## src/rtl/mem_bus_arb.sv

```systemverilog
// mem_bus_arb: two-master arbiter in front of the byte-wide memory sequencer.
// Master 0 is the CPU and master 1 is the debug/boot loader. The loader can hold
// the bus across back-to-back transactions with m1_lock, up to MAX_LOCK dones.
// Optional feature macro: ARB_RR_EN (round-robin tie-break instead of m0 > m1).
module mem_bus_arb #(
  parameter int unsigned RV       = 16,
  parameter int unsigned MAX_LOCK = 64,
  localparam int unsigned AW      = RV - RV/16
) (
  input  logic          clk,
  input  logic          reset,
  // master 0 (CPU)
  input  logic [1:0]    m0_rreq,
  input  logic [AW-1:0] m0_raddr,
  input  logic [1:0]    m0_wmask,
  input  logic [AW-1:0] m0_waddr,
  input  logic [RV-1:0] m0_wdata,
  output logic          m0_rdone,
  output logic          m0_wdone,
  // master 1 (loader)
  input  logic [1:0]    m1_rreq,
  input  logic [AW-1:0] m1_raddr,
  input  logic [1:0]    m1_wmask,
  input  logic [AW-1:0] m1_waddr,
  input  logic [RV-1:0] m1_wdata,
  output logic          m1_rdone,
  output logic          m1_wdone,
  input  logic          m1_lock,
  // sequencer side
  output logic [1:0]    s_rreq,
  output logic [AW-1:0] s_raddr,
  output logic [1:0]    s_wmask,
  output logic [AW-1:0] s_waddr,
  output logic [RV-1:0] s_wdata,
  input  logic          s_rdone,
  input  logic          s_wdone,
  input  logic [RV-1:0] s_rdata,
  output logic [RV-1:0] m_rdata,
  output logic [1:0]    gnt
);

  localparam int unsigned LCW = $clog2(MAX_LOCK + 1);
  localparam logic [LCW-1:0] LOCK_MAX = LCW'(MAX_LOCK);

  typedef enum logic [1:0] {
    IDLE = 2'd0,
    BUSY = 2'd1,
    HOLD = 2'd2
  } state_t;

  state_t         state;
  logic [LCW-1:0] lock_cnt;

  logic req0;
  logic req1;
  logic win_m1;
  logic fwd0;
  logic fwd1;
  logic sdone;

  assign req0  = (|m0_rreq) | (|m0_wmask);
  assign req1  = (|m1_rreq) | (|m1_wmask);
  assign sdone = s_rdone | s_wdone;

  // Only a BUSY state forwards; HOLD keeps gnt but presents an all-zero bubble.
  // Reset blanks the slave side and the done pulses in the reset cycle itself.
  assign fwd0 = (state == BUSY) && gnt[0] && !reset;
  assign fwd1 = (state == BUSY) && gnt[1] && !reset;

`ifdef ARB_RR_EN
  // rr_last names the master granted last from IDLE; the other one wins a tie.
  logic rr_last;

  // Winner selection in IDLE: round-robin on a tie.
  always_comb begin
    win_m1 = req1 && (!req0 || !rr_last);
  end
`else
  // Winner selection in IDLE: fixed priority, m0 beats m1.
  always_comb begin
    win_m1 = req1 && !req0;
  end
`endif

  // Arbitration FSM: grant, lock counter and (optionally) round-robin history.
  always_ff @(posedge clk) begin
    if (reset) begin
      state    <= IDLE;
      gnt      <= '0;
      lock_cnt <= '0;
`ifdef ARB_RR_EN
      // Reset to "m1 last" so that m0 takes the first tie.
      rr_last  <= 1'b1;
`endif
    end else begin
      case (state)
        IDLE: begin
          lock_cnt <= '0;
          if (req0 || req1) begin
            state <= BUSY;
            gnt   <= win_m1 ? 2'b10 : 2'b01;
`ifdef ARB_RR_EN
            rr_last <= win_m1;
`endif
          end
        end
        BUSY: begin
          if (sdone) begin
            if (gnt[1] && m1_lock) begin
              state <= HOLD;
              if (lock_cnt != LOCK_MAX) begin
                lock_cnt <= lock_cnt + LCW'(1);
              end
            end else begin
              state <= IDLE;
              gnt   <= '0;
            end
          end
        end
        HOLD: begin
          if (req1 && (lock_cnt < LOCK_MAX)) begin
            state <= BUSY;
          end else begin
            state <= IDLE;
            gnt   <= '0;
          end
        end
        default: begin
          state <= IDLE;
          gnt   <= '0;
        end
      endcase
    end
  end

  // Request mux towards the sequencer, selected by the registered grant.
  always_comb begin
    s_rreq  = '0;
    s_raddr = '0;
    s_wmask = '0;
    s_waddr = '0;
    s_wdata = '0;
    if (fwd0) begin
      s_rreq  = m0_rreq;
      s_raddr = m0_raddr;
      s_wmask = m0_wmask;
      s_waddr = m0_waddr;
      s_wdata = m0_wdata;
    end else if (fwd1) begin
      s_rreq  = m1_rreq;
      s_raddr = m1_raddr;
      s_wmask = m1_wmask;
      s_waddr = m1_waddr;
      s_wdata = m1_wdata;
    end
  end

  // Done pulses route combinationally to the granted master only.
  always_comb begin
    m0_rdone = fwd0 && s_rdone;
    m0_wdone = fwd0 && s_wdone;
    m1_rdone = fwd1 && s_rdone;
    m1_wdone = fwd1 && s_wdone;
  end

  assign m_rdata = s_rdata;

endmodule

```

## config.mk

```make
export PLATFORM = sky130hd
export DESIGN_NAME = mem_bus_arb
export DESIGN_NICKNAME = d
export VERILOG_FILES = /design/src/rtl/mem_bus_arb.sv
export SDC_FILE = /design/constraint.sdc
export NUM_CORES = 1
export LEC_CHECK = 0
export CORE_MARGIN = 2
export CORE_UTILIZATION = 25
export CTS_CLUSTER_SIZE = 14
export DETAILED_ROUTE_END_ITERATION = 16
export PLACE_DENSITY = 0.81
export SYNTH_ARGS = -nofsm -noshare
export SYNTH_HDL_FRONTEND = slang
export SYNTH_SLANG_ARGS = --single-unit
```

## constraint.sdc

```tcl
create_clock -name clk -period 2.1 [get_ports clk]
set_clock_uncertainty 0.2 [all_clocks]
set_input_delay 0.21 -clock clk [delete_from_list [all_inputs] [get_ports clk]]
set_output_delay 0.21 -clock clk [all_outputs]
set_load 0.02 [all_outputs]
```

==> metrics.md <==
| Metric | Value |
|---|---|
| Dpl cells | 385 |
| P&R area growth vs syn | 129% |
| GRT overflow | 0 |
| Post-synthesis area per instance | 8.59 sq um |
| RSZ-0062 raised after global routing | true |
| CP Launch Type | register |
| Clk Latency, worst-skew pair | 240 ps |
| Clock Sink Count | 11 |
| Final Hold Vio Count | 0 |
| Min Tclk post-route | 2030 ps |
| CTS HTree Levels | 1 |
| GPL Wtd Cong | 0.815 |
| Yosys cell types | 43 |
| Post-Synthesis Cells | 167 |
| DRC viols | 0 |
| Gr usage total | 23.5% |
| Die area | 6360 sq um |
| Final Slew Violations | 0 |
| Worst setup EP type | output port |
| Worst path required time | 1690 ps |
| Power per standard cell area | 253 nW/um^2 |
| Final WL | 8120 um |
| Max-Cap Viols | 0 |
| Largest net degree at the start of global routing | 32 |
| Die Ht | 79.8 um |
| Mapped cell area | 1440 sq um |
| Multi-input logic area | 1060 sq um |
| Worst Path Class, Setup | reg2out |
| I/O Buffers | 160 |
| Vias in the first global route | 2047 |
| CTS Buf Count | 3 |
| FF-to-FF setup slack | 340 ps |
| IO Pins | 193 |
| Layout Cells excl Fill | 401 |
| RR Startpoint | lock_cnt[0]$_SDFFE_PP0P_ |
| Wire per inst | 20.2 um |
| Reg-to-reg critical path endpoint | lock_cnt[1]$_SDFFE_PP0P_ |
| Final worst path period share | 96.8% |
| FILL cells | 512 |
| Initial antenna violation count | 0 |
| R2R depth | 6 |
| Slew Limit Headroom | 67.3% |
| Via density per instance | 5.07 |
| Post-DP HPWL | 6020 um |
| # diodes | 0 |
| CTS Root Cell | clkbuf_8 |
| Number of warnings printed during yosys synthesis | 0 |
| WHS | 220 ps |
| Share of cells above drive strength 1 | 42.6% |
| Commonest non-fill, non-tap cells in the layout | clkdlybuf4s50_1, a22o_2, buf_6, buf_4, buf_2 |
| Seq/Total Area, Yosys | 15.3% |
| Row Count | 27 |
| 1st-iter DRT viols | 76 |
| M2 GR Usage | 36.2% |
| Design Power | 0.831 mW |
| GRT busiest layer | met2 |
| Post-Synthesis Net Count | 290 |
| Met1 Resource Use GR | 29.2% |
| EDFF count, synth | 0 |
| Seq cells post-synth | 11 |
| WHS Path Cells | 0 |
| NumNets Final | 453 |
| CTS clk-pin slew, worst paths | 50 ps |
| Hold endpoint | m_rdata[15] |
| CTS tree | yes |
| Sequential cell area | 224 sq um |
| Critical Path Start | state[1]$_SDFFE_PP0P_ |
| M3 GR Usage | 13.5% |
| First-pass GRT wire length | 11300 um |
| Hold crit path type | in2out |
| Hold Path Origin | s_rdata[15] |
| Die width | 79.8 um |
| Top_reg_cell synth | dfxtp_1 |
| Final Setup Violations | 0 |
| Leak pwr | 1.42 nW |
| Slew @ Worst Pin | 488 ps |
| Critical Path AT | 1620 ps |
| Outcome | finished, final reports clean |
| Clock Tree Buf Depth | 2 |
| Via count | 2033 |
| Most common cell after layout, fill and taps aside | clkdlybuf4s50_1 |
| Worst vdd ir | 0.210 mV |
| Starting Density | 25.9% |
| Fmax | 492 MHz |
| Crit Path Max Fanout | 8 |
| Routed Antenna Nets | 0 |
| CORE AREA | 5540 sq um |
| Ys async rst share | 0% |
| Drt first pass iters | 4 |
final cells by class:
type                       count  share of cell area, %
sequential                    11                   6.81
clock buffer                   3                   1.26
multi-input combinational    120                   32.2
timing repair buffer         188                   56.2
clock inverter                 1                  0.152
tap                           72                   2.74
inverter                       6                  0.685
layer usage:
metal,vias up,wire [um]
met4,0,45
met5,-,0
met1,969,3460
met3,8,1150
met2,88,3460
li1,968,-
flip-flops by register name (all words and copies together) (netlist names):
register,cells
state,2
lock_cnt,7
gnt,2
through the flow:
stage          cell area, sq um  setup TNS, ps  utilization [%]  setup WS [ps]
6_report                   3290              0             59.3           67.0
5_1_grt                    3290          -21.7             59.3          -21.2
4_1_cts                    3240           -828             58.5          -92.3
3_5_place_dp               3010         -13970             54.3           -385
3_3_place_gp               3010         -12950             54.3           -374
2_1_floorplan              1440              0                -            215
cells in the mapped netlist (all sizes together), types with 2 or more instances:
library cell,n,share of area (%)
a22o,50,34
buf,27,15
dfxtp,11,15
nand2,9,2.4
inv,6,1.6
nor2,5,1.3
a21oi,4,1.4
a31oi,4,1.7
and3,3,1.5
clkbuf,3,0.78
nand3,3,1.0
nor2b,3,1.3
nor3,3,2.2
nor4,3,2.8
o21ai,3,1.0
or3,3,1.3
a21boi,2,1.0
and2,2,0.87
ha,2,1.7
nand3b,2,1.0
nand4,2,0.87
o22ai,2,0.87
o31ai,2,1.0
o32ai,2,1.2
cell families (layout without fill, tap and decap cells):
kind of cell    Yosys count  after routing  share of synthesized area [%]
fa+ha+maj                 2              2                           1.74
flops                    11             11                           15.3
buf+inv                  36            198                           17.2
simple gates             42             42                           18.7
compound gates           76             76                           47.0
how the worst max path moves through the flow:
stage / to / slack (ps) / depth (start not counted)
floorplan: s_raddr[12] / 220 / 4
global placement: s_waddr[7] / -370 / 5
detailed placement: s_waddr[7] / -380 / 5
CTS: s_rreq[1] / -90 / 8
global route: s_rreq[1] / -20 / 7
finish: s_waddr[8] / 70 / 7
worst max-delay path: stages (launching register included):
cell	delay, ps
dfxtp_2	320
nand2b_4	170
nor3_4	260
buf_6	150
buf_12	110
buf_4	120
a22o_4	140
buf_6	120
timing repair:
action                                  4_1_cts  5_1_grt
cloned                                        2        2
pin swaps                                     2        3
resized for setup                           201        5
hold buffers                                  0        0
setup buffers                                 6        3
endpoints found under the setup margin       51       50
where the power goes:
group / total, mW / internal (mW) / leakage, nW / switching (mW)
Clock: 0.210 / 0.130 / 0.0255 / 0.0801
Sequential: 0.218 / 0.213 / 0.0905 / 0.00470
Combinational: 0.403 / 0.261 / 1.30 / 0.143
Total: 0.831 / 0.604 / 1.42 / 0.227
(Power assumes the default switching activity.)
